[config.mk]
export PLATFORM = sky130hd
export DESIGN_NAME = ram_burst_ctrl_flat
export DESIGN_NICKNAME = d
export VERILOG_FILES = /design/src/rtl/ram_burst_ctrl_if.sv /design/src/rtl/ram_burst_ctrl.sv /design/src/flat_wrapper.sv
export SDC_FILE = /design/constraint.sdc
export NUM_CORES = 1
export LEC_CHECK = 0
export ABC_AREA = 1
export CAP_MARGIN = 0
export CORE_ASPECT_RATIO = 1.75
export CORE_UTILIZATION = 41
export CTS_BUF_LIST = sky130_fd_sc_hd__clkbuf_16
export CTS_CLUSTER_SIZE = 12
export DETAILED_ROUTE_END_ITERATION = 16
export GPL_TIMING_DRIVEN = 0
export PLACE_DENSITY = 0.78
export SYNTH_ARGS = -nofsm -noshare
export SYNTH_HDL_FRONTEND = slang
export SYNTH_SLANG_ARGS = --single-unit
[constraint.sdc]
create_clock -name CLK -period 1.7 [get_ports CLK]
set_clock_uncertainty 0.2 [all_clocks]
set_input_delay 0.17 -clock CLK [delete_from_list [all_inputs] [get_ports CLK]]
set_output_delay 0.17 -clock CLK [all_outputs]
set_load 0.01 [all_outputs]
[src/rtl/ram_burst_ctrl_if.sv]
// Bus bundle between a burst requester and ram_burst_ctrl.
// It also carries the RAM pins that the controller drives.
// slave  : the controller's view.
// master : the system's view, meaning the requester plus the RAM's Dout.
interface ram_burst_ctrl_if #(
    parameter int AW = 8,
    parameter int DW = 8,
    parameter int LW = 5
);
    logic          req_valid;
    logic          req_ready;
    logic          req_we;
    logic [AW-1:0] req_addr;
    logic [LW-1:0] req_len;
    logic [DW-1:0] wr_data;
    logic          wr_valid;
    logic          wr_ready;
    logic [DW-1:0] rd_data;
    logic          rd_valid;
    logic          done;
    logic          err;
    logic [DW-1:0] ram_din;
    logic [AW-1:0] ram_addr;
    logic          ram_en;
    logic          ram_we;
    logic [DW-1:0] ram_dout;

    modport slave (
        input  req_valid, req_we, req_addr, req_len, wr_data, wr_valid, ram_dout,
        output req_ready, wr_ready, rd_data, rd_valid, done, err,
               ram_din, ram_addr, ram_en, ram_we
    );

    modport master (
        output req_valid, req_we, req_addr, req_len, wr_data, wr_valid, ram_dout,
        input  req_ready, wr_ready, rd_data, rd_valid, done, err,
               ram_din, ram_addr, ram_en, ram_we
    );
endinterface

[src/rtl/ram_burst_ctrl.sv]
// Burst access controller in front of a synchronous single-port RAM.
// It takes one read or write burst at a time and then walks the address
// sequentially, one beat per cycle.
// Optional macro RAM_ADDR_WRAP_EN changes how a burst that crosses the top
// address is handled:
//   - defined:   the burst wraps to address 0 and continues.
//   - undefined: the request is rejected with an err pulse.
module ram_burst_ctrl #(
    parameter int AW = 8,
    parameter int DW = 8,
    parameter int LW = 5
) (
    input  logic            CLK,
    input  logic            RST_N,
    ram_burst_ctrl_if.slave bus
);

    localparam int            MAX_BEATS = 2 ** (LW - 1);
    localparam logic [LW-1:0] MAX_LEN   = LW'(MAX_BEATS);
    localparam logic [AW:0]   ADDR_TOP  = (AW + 1)'(2 ** AW);

    typedef enum logic [1:0] {
        ST_IDLE = 2'd0,
        ST_WR   = 2'd1,
        ST_RD   = 2'd2,
        ST_FIN  = 2'd3
    } state_t;

    state_t        state_r, state_n;
    logic [AW-1:0] cur_addr_r, cur_addr_n;
    logic [LW-1:0] remaining_r, remaining_n;
    logic          rd_valid_r;
    logic          err_r;

    logic [LW-1:0] len_eff_s;
    logic [AW:0]   end_sum_s;
    logic          cross_s;
    logic          reject_s;
    logic          req_ready_s;
    logic          wr_ready_s;
    logic          done_s;
    logic          ram_en_s;
    logic          ram_we_s;
    logic [AW-1:0] ram_addr_s;
    logic [DW-1:0] ram_din_s;

    // Clamp the requested length and detect a burst that runs past the top address.
    always_comb begin
        if (bus.req_len > MAX_LEN) begin
            len_eff_s = MAX_LEN;
        end else begin
            len_eff_s = bus.req_len;
        end
        // The exclusive end address is compared with 2**AW, so a zero-length
        // request can never look like a crossing.
        end_sum_s = {1'b0, bus.req_addr} + (AW + 1)'(len_eff_s);
`ifdef RAM_ADDR_WRAP_EN
        cross_s = 1'b0;
`else
        cross_s = (len_eff_s != {LW{1'b0}}) && (end_sum_s > ADDR_TOP);
`endif
    end

    // Next-state logic, next address and count, and the combinational RAM pin drive.
    always_comb begin
        state_n     = state_r;
        cur_addr_n  = cur_addr_r;
        remaining_n = remaining_r;
        reject_s    = 1'b0;
        req_ready_s = 1'b0;
        wr_ready_s  = 1'b0;
        done_s      = 1'b0;
        ram_en_s    = 1'b0;
        ram_we_s    = 1'b0;
        ram_addr_s  = {AW{1'b0}};
        ram_din_s   = {DW{1'b0}};
        case (state_r)
            ST_IDLE: begin
                req_ready_s = 1'b1;
                if (bus.req_valid) begin
                    if (cross_s) begin
                        reject_s = 1'b1;
                    end else begin
                        cur_addr_n  = bus.req_addr;
                        remaining_n = len_eff_s;
                        if (len_eff_s == {LW{1'b0}}) begin
                            state_n = ST_FIN;
                        end else if (bus.req_we) begin
                            state_n = ST_WR;
                        end else begin
                            state_n = ST_RD;
                        end
                    end
                end else begin
                    state_n = ST_IDLE;
                end
            end
            ST_WR: begin
                wr_ready_s = 1'b1;
                if (bus.wr_valid) begin
                    ram_en_s    = 1'b1;
                    ram_we_s    = 1'b1;
                    ram_addr_s  = cur_addr_r;
                    ram_din_s   = bus.wr_data;
                    cur_addr_n  = cur_addr_r + AW'(1);
                    remaining_n = remaining_r - LW'(1);
                    if (remaining_r == LW'(1)) begin
                        state_n = ST_FIN;
                    end else begin
                        state_n = ST_WR;
                    end
                end else begin
                    state_n = ST_WR;
                end
            end
            ST_RD: begin
                ram_en_s    = 1'b1;
                ram_addr_s  = cur_addr_r;
                cur_addr_n  = cur_addr_r + AW'(1);
                remaining_n = remaining_r - LW'(1);
                if (remaining_r == LW'(1)) begin
                    state_n = ST_FIN;
                end else begin
                    state_n = ST_RD;
                end
            end
            ST_FIN: begin
                done_s  = 1'b1;
                state_n = ST_IDLE;
            end
            default: begin
                state_n = ST_IDLE;
            end
        endcase
    end

    // State, current address and remaining beat count.
    always_ff @(posedge CLK or negedge RST_N) begin
        if (!RST_N) begin
            state_r     <= ST_IDLE;
            cur_addr_r  <= {AW{1'b0}};
            remaining_r <= {LW{1'b0}};
        end else begin
            state_r     <= state_n;
            cur_addr_r  <= cur_addr_n;
            remaining_r <= remaining_n;
        end
    end

    // Read-valid follows each read issue by one cycle, matching the RAM's
    // registered Dout. err marks the cycle after a rejected request.
    always_ff @(posedge CLK or negedge RST_N) begin
        if (!RST_N) begin
            rd_valid_r <= 1'b0;
            err_r      <= 1'b0;
        end else begin
            rd_valid_r <= (state_r == ST_RD);
            err_r      <= reject_s;
        end
    end

    assign bus.req_ready = req_ready_s;
    assign bus.wr_ready  = wr_ready_s;
    assign bus.done      = done_s;
    assign bus.err       = err_r;
    assign bus.rd_valid  = rd_valid_r;
    assign bus.rd_data   = bus.ram_dout;
    assign bus.ram_en    = ram_en_s;
    assign bus.ram_we    = ram_we_s;
    assign bus.ram_addr  = ram_addr_s;
    assign bus.ram_din   = ram_din_s;

endmodule
[src/flat_wrapper.sv]
// flat-port wrapper written by rule: the top's interface ports become plain ports
module ram_burst_ctrl_flat 
#(
    parameter int AW = 8,
    parameter int DW = 8,
    parameter int LW = 5
)
  (CLK, RST_N, bus_req_valid, bus_req_we, bus_req_addr, bus_req_len, bus_wr_data, bus_wr_valid, bus_ram_dout, bus_req_ready, bus_wr_ready, bus_rd_data, bus_rd_valid, bus_done, bus_err, bus_ram_din, bus_ram_addr, bus_ram_en, bus_ram_we);
  ram_burst_ctrl_if #(.AW(AW), .DW(DW), .LW(LW)) bus_i ();
  input  logic CLK;
  input  logic RST_N;
  input wire logic [$bits(bus_i.req_valid)-1:0] bus_req_valid;
  input wire logic [$bits(bus_i.req_we)-1:0] bus_req_we;
  input wire logic [$bits(bus_i.req_addr)-1:0] bus_req_addr;
  input wire logic [$bits(bus_i.req_len)-1:0] bus_req_len;
  input wire logic [$bits(bus_i.wr_data)-1:0] bus_wr_data;
  input wire logic [$bits(bus_i.wr_valid)-1:0] bus_wr_valid;
  input wire logic [$bits(bus_i.ram_dout)-1:0] bus_ram_dout;
  output wire logic [$bits(bus_i.req_ready)-1:0] bus_req_ready;
  output wire logic [$bits(bus_i.wr_ready)-1:0] bus_wr_ready;
  output wire logic [$bits(bus_i.rd_data)-1:0] bus_rd_data;
  output wire logic [$bits(bus_i.rd_valid)-1:0] bus_rd_valid;
  output wire logic [$bits(bus_i.done)-1:0] bus_done;
  output wire logic [$bits(bus_i.err)-1:0] bus_err;
  output wire logic [$bits(bus_i.ram_din)-1:0] bus_ram_din;
  output wire logic [$bits(bus_i.ram_addr)-1:0] bus_ram_addr;
  output wire logic [$bits(bus_i.ram_en)-1:0] bus_ram_en;
  output wire logic [$bits(bus_i.ram_we)-1:0] bus_ram_we;
  assign bus_i.req_valid = bus_req_valid;
  assign bus_i.req_we = bus_req_we;
  assign bus_i.req_addr = bus_req_addr;
  assign bus_i.req_len = bus_req_len;
  assign bus_i.wr_data = bus_wr_data;
  assign bus_i.wr_valid = bus_wr_valid;
  assign bus_i.ram_dout = bus_ram_dout;
  assign bus_req_ready = bus_i.req_ready;
  assign bus_wr_ready = bus_i.wr_ready;
  assign bus_rd_data = bus_i.rd_data;
  assign bus_rd_valid = bus_i.rd_valid;
  assign bus_done = bus_i.done;
  assign bus_err = bus_i.err;
  assign bus_ram_din = bus_i.ram_din;
  assign bus_ram_addr = bus_i.ram_addr;
  assign bus_ram_en = bus_i.ram_en;
  assign bus_ram_we = bus_i.ram_we;
  ram_burst_ctrl #(.AW(AW), .DW(DW), .LW(LW)) u_core (.CLK(CLK), .RST_N(RST_N), .bus(bus_i));
endmodule
==> results.yml, run 1 <==
placed_design:
  placed_cells: 375
  globalplace.congestion: 0.795
  place_worst_setup_slack_ns: -1.41
  dp_hpwl_mm: 3.49
  io_buffers: 56
timing:
  max_slew_margin_pct: 44.6
  fmax_mhz: 420
  drv_slew: 0
  finalCritPeriodShare_pct: 140
  setup-tns-final_ns: -13.82
  finalHoldViolations: 0
  actual_slew_at_the_worst_max_slew_pin_ns: 0.828
  final_period_minus_worst_setup_slack_ns: 2.38
  final-setup-viol-count: 32
  unrepaired_setup_endpoints_after_global_routing: "true"
  fin_worst_hold_slack_ns: 0.133
  setup_slack_ns: -0.681
setup_path:
  reg2reg_to: "u_core.cur_addr_r[0]"
  rrSetupSlack_ns: -0.39
  crit_fanout: 5
  reg2reg_depth: 8
  required_ns: 1.68
  biggest_cell_delay_along_the_critical_path_ns: 0.46
  r2r-start: "u_core.state_r[0]"
  timing.critical_path.cells: "buf_8 > nor2_4 > nand2_2 > nand2_4 > nand2_1 > inv_1 > fa_2 > or2_1 > a21oi_2 > nand3_2 > nor2_4 > nand2_4 > nand2_4 > buf_6 > buf_6 > nand3_2 > nand2_1"
  timing.critical_path.slowest_stage_cell: "sky130_fd_sc_hd__fa_2"
  timing.critical_path.arrival_ns: 2.37
  timing.critical_path.to_type: "flop"
  timing_worst_setup_path_type: "primary input to flop"
  critPathMostFrequentCell: "sky130_fd_sc_hd__nand2_4"
  startpoint_type: "primary input"
detailed_routing:
  aggregate_routed_wire_length_mm: 5.93
  first_iter_violations: 71
  post-route-drc-count: 0
  via_count: 2120
  detail_route.wl_per_cell_um: 14.3
  routed_vias_inst: 5.10
  drt_pass1_iterations: 4
  antenna_left: 0
cells_and_area:
  layout.nets: 415
  mostFrequentLayoutCells: "sky130_fd_sc_hd__nand2_1, sky130_fd_sc_hd__inv_1, sky130_fd_sc_hd__buf_4"
  final_core_util_pct: 77.9
  synthToLayoutAreaGrowth_pct: 82.5
  stdcell_count: 416
  layout_commonest_cell: "sky130_fd_sc_hd__nand2_1"
  n_antenna_cell: 0
  final_layout_size_suffix_gt1_share_pct: 45.8
yosys:
  post_synth_main_area_contributors: "sky130_fd_sc_hd__dfrtp_1, sky130_fd_sc_hd__nand2_1, sky130_fd_sc_hd__nand3_1, sky130_fd_sc_hd__ha_1, sky130_fd_sc_hd__inv_1"
  netlist-cell-type-count: 33
  synth_warn: 0
  yosysSeqAreaShare_pct: 24.0
  post_synth.cell_area_avg_sq_um: 6.56
  post-synth-top-area-fraction_pct: 24.0
  ys_ff_latch: 17
  synth_top_cell_by_area: "sky130_fd_sc_hd__dfrtp_1"
  syn-cell-area_sq_um: 1770
  syn-instance-count: 270
  synth.net_count: 317
floorplanning:
  fp.dieH_um: 89.0
  core_sq_um: 4150
  area_enclosed_by_the_die_boundary_sq_um: 4600
  floorplan.rows: 31
  fp.dieW_um: 51.7
  initial_standard_cell_utilization_of_the_core_pct: 42.7
  boundaryPins: 65
clocking:
  clock_insertion_delay_worst_skew_ns: 0.25
  clock_tree.root_cell: "sky130_fd_sc_hd__clkbuf_16"
  path_clk_slew_ns: 0.05
  cts_inserted_buffers: 3
  tritoncts_num_sinks: 17
  tritoncts: "yes"
  holdBufCountCts: 0
  cts.htree.levels: 1
  clock_path_buffers: 2
grt:
  grt.met2_usage_pct: 47.8
  track_usage_pct: 24.6
  grt_first_pass_wirelength_mm: 8.58
  initial_antenna_violation_count: 0
  met3_usage_pct: 2.04
  busiest_layer: "met2"
  grt_overflow_total: 0
  first_global_vias: 1969
  grt_max_degree: 18
  use_met1_pct: 24.8
status:
  run_status: "finished, violations left"
  violated_checks: "setup timing"
worst_hold_path:
  type_of_the_most_critical_hold_path: "primary input to flop"
  worstHoldStart: "bus_req_len[0]"
  whs_endpoint: "u_core.remaining_r[0]"
  hold_path_depth: 5
pwr:
  cellLeakagePower_nw: 1.61
  power-per-cell-area_nw_per_um2: 1400
  ir_worst_vdd_mv: 1.07
flow_run:
  total_of_max_cap_violations: 0
-- worst max path at each step --
stage | startpoint | endpoint | slack [ns] | cells after the start
global placement | bus_req_len[2] | u_core.remaining_r[4] | -1.37 | 18
finish | bus_req_len[2] | u_core.remaining_r[1] | -0.68 | 17
global route | bus_req_len[2] | u_core.remaining_r[4] | -0.76 | 17
floorplan | bus_req_len[2] | u_core.cur_addr_r[2] | -0.63 | 17
CTS | bus_req_len[1] | u_core.remaining_r[1] | -0.70 | 18
detailed placement | bus_req_len[2] | u_core.cur_addr_r[2] | -1.41 | 18
-- synthesized netlist by cell type, drive strengths merged --
cell type   n
nand2      87
inv        41
nand3      32
nor2       29
dfrtp      17
o21ai      13
ha         12
buf        11
a21oi       5
xor2        5
nand4       3
or2         3
clkbuf      2
nor3        2
xnor2       2
clkinv      1
fa          1
nand3b      1
o211ai      1
o21a        1
o22ai       1
-- state kept, by name, indices dropped and copies added (netlist names) --
register / count
u_core.bus.err: 1
u_core.bus.rd_valid: 1
u_core.cur_addr_r: 8
u_core.remaining_r: 5
u_core.state_r: 2
-- stage by stage --
step | area (sq um) | power (mW)
after global placement | 2460 | 2.83
after global routing | 3230 | 4.81
final | 3230 | 4.51
after floorplan | 1840 | 2.27
after detailed placement | 2460 | 2.87
after CTS | 2860 | 3.97
-- kinds of logic after synthesis --
group | after synthesis | share of synthesized area (%)
flip-flops | 17 | 24.0
adder cells (fa/ha/maj) | 13 | 9.60
AND/OR/NAND/NOR | 157 | 41.2
buffers and inverters | 55 | 14.5
AO/OA/AOI/OAI | 21 | 7.13
XOR/XNOR | 7 | 3.46
-- final cells by class --
class / instances / area (sq um)
repair buffers: 94 / 916
flip-flops and latches: 17 / 427
well taps: 49 / 61.3
inverters: 42 / 173
clock buffers: 3 / 75.1
plain buffers: 12 / 100
clock inverters: 1 / 3.75
fillers: 257 / 917
multi-input cells: 198 / 1480
-- repair_timing --
item | CTS | global route
gates resized for setup | 136 | 77
setup buffers | 27 | 11
gates cloned | 2 | 1
setup endpoints to repair | 37 | 36
pin swaps | 19 | 28
-- per-layer routing --
layer / part of all wire (%) / wire length (um) / vias to the layer above
met5: 0 / 0 / -
met4: 4.9 / 288 / 0
met3: 3.5 / 208 / 26
met2: 56 / 3330 / 78
met1: 35 / 2110 / 980
li1: - / - / 1036
-- power breakdown --
part           internal, mW  switching (mW)  leakage (nW)
logic                  1.51            1.71          1.36
registers             0.590           0.240         0.215
clock network         0.312           0.154        0.0423
-- critical path, delay by kind of cell --
family / cells / cell delay, ns
buf+inv: 4 / 0.52
simple gates: 11 / 1.09
compound gates: 1 / 0.12
fa+ha+maj: 1 / 0.46
Note: power is estimated with default switching activity, not from simulation.
==> run 2: changes to the inputs <==
--- a/config.mk
+++ b/config.mk
@@ -6,7 +6,7 @@
 export NUM_CORES = 1
 export LEC_CHECK = 0
 export ABC_AREA = 1
-export CAP_MARGIN = 0
+export ABC_CLOCK_PERIOD_IN_PS = 1700
 export CORE_ASPECT_RATIO = 1.75
 export CORE_UTILIZATION = 41
 export CTS_BUF_LIST = sky130_fd_sc_hd__clkbuf_16
==> constraint.sdc (replaced) <==
create_clock -name CLK -period 1.7 [get_ports CLK]
set_clock_uncertainty 0.2 [all_clocks]
set_input_delay 0.255 -clock CLK [delete_from_list [all_inputs] [get_ports CLK]]
set_output_delay 0.255 -clock CLK [all_outputs]
set_load 0.01 [all_outputs]
==> results.yml, run 2 (synthesis results as in run 1) <==
setup_path:
  crit_fanout: 5
  timing.critical_path.cells: "buf_8 > nor2_4 > nand2_2 > nand2_2 > nand2_2 > inv_2 > ha_4 > fa_2 > or2_1 > a21oi_2 > nand3_1 > nor2_2 > nand2_4 > nand2_4 > buf_6 > buf_6 > nand3_2 > nand2_1"
  required_ns: 1.69
  timing_worst_setup_path_type: "primary input to flop"
  crit_buf_inv: 4
  timing.critical_path.arrival_ns: 2.49
  timing.critical_path.to_type: "flop"
  reg2reg_to: "u_core.cur_addr_r[2]"
  r2r-start: "u_core.state_r[0]"
  biggest_cell_delay_along_the_critical_path_ns: 0.41
  startpoint_type: "primary input"
  rrSetupSlack_ns: -0.46
  critPathMostFrequentCell: "sky130_fd_sc_hd__nand2_2"
  timing.critical_path.slowest_stage_cell: "sky130_fd_sc_hd__fa_2"
  worst_path_dominant_cell_family: "simple AND/OR/NAND/NOR gates"
  reg2reg_depth: 8
pwr:
  int_power_mw: 2.38
  ir_worst_vdd_mv: 1.12
  power-per-cell-area_nw_per_um2: 1440
  power_switching_mw: 2.11
  share_clk_of_total_power_pct: 10.7
  swShare_pct: 47.0
  combPwrFrac_pct: 71.2
  pwr-share-seq_pct: 18.2
  cellLeakagePower_nw: 1.60
detailed_routing:
  first_iter_violations: 126
  via_count: 2170
  post-route-drc-count: 0
  antenna_left: 0
  drt_pass1_iterations: 5
  aggregate_routed_wire_length_mm: 6.30
  routed_vias_inst: 5.15
  detail_route.wl_per_cell_um: 15.0
timing:
  finalHoldViolations: 0
  setup_slack_ns: -0.801
  fmax_mhz: 400
  final-setup-viol-count: 34
  fin_worst_hold_slack_ns: 0.262
  unrepaired_setup_endpoints_after_global_routing: "true"
  drv_slew: 0
  actual_slew_at_the_worst_max_slew_pin_ns: 0.788
  finalCritPeriodShare_pct: 147
  max_slew_margin_pct: 47.3
  final_period_minus_worst_setup_slack_ns: 2.50
cells_and_area:
  area_used_by_multi_input_combinational_logic_sq_um: 1340
  fillCellCount: 294
  final_core_util_pct: 75.3
  seq_area_sq_um: 425
  final_layout_size_suffix_gt1_share_pct: 40.9
  largest_register_ffs: 8
  reg_top3: "u_core.cur_addr_r x8, u_core.remaining_r x5, u_core.state_r x2"
  top_register: "u_core.cur_addr_r"
  layout.nets: 420
  mostFrequentLayoutCells: "sky130_fd_sc_hd__nand2_1, sky130_fd_sc_hd__inv_1, sky130_fd_sc_hd__buf_6"
  postLayoutCellArea_sq_um: 3130
  layout_commonest_cell: "sky130_fd_sc_hd__nand2_1"
  n_antenna_cell: 0
  stdcell_count: 421
  synthToLayoutAreaGrowth_pct: 76.4
placed_design:
  dp_hpwl_mm: 3.51
  io_buffers: 56
  placed_cell_area_sq_um: 2470
  placed_cells: 375
  place_worst_setup_slack_ns: -1.49
  globalplace.congestion: 0.853
floorplanning:
  area_enclosed_by_the_die_boundary_sq_um: 4600
  fp.dieH_um: 89.0
  floorplan.rows: 31
  fp.dieW_um: 51.7
  initial_standard_cell_utilization_of_the_core_pct: 42.7
  boundaryPins: 65
  core_sq_um: 4150
clocking:
  clock_path_buffers: 2
  tritoncts: "yes"
  cts_inserted_buffers: 3
  holdBufCountCts: 0
  path_clk_slew_ns: 0.05
  clock_insertion_delay_worst_skew_ns: 0.25
  clock_tree.root_cell: "sky130_fd_sc_hd__clkbuf_16"
  tritoncts_num_sinks: 17
  cts.htree.levels: 1
worst_hold_path:
  hold_path_depth: 5
  whs_endpoint: "u_core.remaining_r[4]"
  type_of_the_most_critical_hold_path: "primary input to flop"
  worstHoldStart: "bus_req_len[4]"
grt:
  first_global_vias: 1944
  track_usage_pct: 24.5
  grt_overflow_total: 0
  grt_max_degree: 18
  grt_first_pass_wirelength_mm: 8.42
  initial_antenna_violation_count: 0
status:
  violated_checks: "setup timing"
  run_status: "finished, violations left"
flow_run:
  total_of_max_cap_violations: 0
## run 2: routing by layer
| layer | global-route usage, % | share of wire [%] |
|---|---|---|
| met5 | 0 | 0 |
| met4 | 13.8 | 5.2 |
| met2 | 46.2 | 55 |
| met1 | 26.1 | 35 |
| met3 | 1.87 | 5.7 |
## run 2: final cells by class
cell class / count / share of cell area (%)
clock inverters: 1 / 0.120
multi-input cells: 198 / 43.0
plain buffers: 12 / 3.20
clock buffers: 3 / 2.40
flip-flops and latches: 17 / 13.6
well taps: 49 / 1.96
inverters: 42 / 5.52
repair buffers: 99 / 30.2
## run 2: per-stage QoR
step / TNS, ns / power [mW]
after floorplan: -10.42 / 2.29
after global placement: -30.53 / 2.85
after detailed placement: -31.34 / 2.90
after CTS: -15.25 / 3.94
after global routing: -20.16 / 4.78
final: -17.73 / 4.49
## run 2: timing repair
action                                  4_1_cts  5_1_grt
pin swaps                                    18       26
hold endpoints to repair                      0        0
buffers inserted                             31       14
gates resized for setup                     141       54
endpoints found under the setup margin       37       36
gates cloned                                  2        0
## run 2: how the worst max path moves through the flow
stage,slack [ns],endpoint,depth (start not counted),from
2_1_floorplan,-0.72,u_core.cur_addr_r[2],17,bus_req_len[2]
3_3_place_gp,-1.45,u_core.remaining_r[0],18,bus_req_len[2]
3_5_place_dp,-1.49,u_core.cur_addr_r[1],18,bus_req_len[2]
4_1_cts,-0.74,u_core.cur_addr_r[1],18,bus_req_len[1]
5_1_grt,-0.91,u_core.cur_addr_r[5],18,bus_req_len[1]
6_report,-0.80,u_core.cur_addr_r[5],18,bus_req_len[1]
## run 2: power groups by stage
stage | registers (mW) | clock network [mW] | logic, mW
4_1_cts | 0.782 | 0.468 | 2.69
3_5_place_dp | 0.795 | 0 | 2.10
2_1_floorplan | 0.755 | 0 | 1.53
3_3_place_gp | 0.793 | 0 | 2.06
5_1_grt | 0.836 | 0.489 | 3.46
6_report | 0.815 | 0.478 | 3.19
## run 2: worst register-to-register path, cell delays in order (launching register included)
cell                      delay (ns)
sky130_fd_sc_hd__dfrtp_1        0.44
sky130_fd_sc_hd__inv_2          0.09
sky130_fd_sc_hd__ha_4           0.19
sky130_fd_sc_hd__inv_1          0.18
sky130_fd_sc_hd__o22ai_1        0.16
sky130_fd_sc_hd__a21oi_4        0.31
sky130_fd_sc_hd__buf_2          0.31
sky130_fd_sc_hd__nand3_2        0.12
sky130_fd_sc_hd__nand2_1        0.09
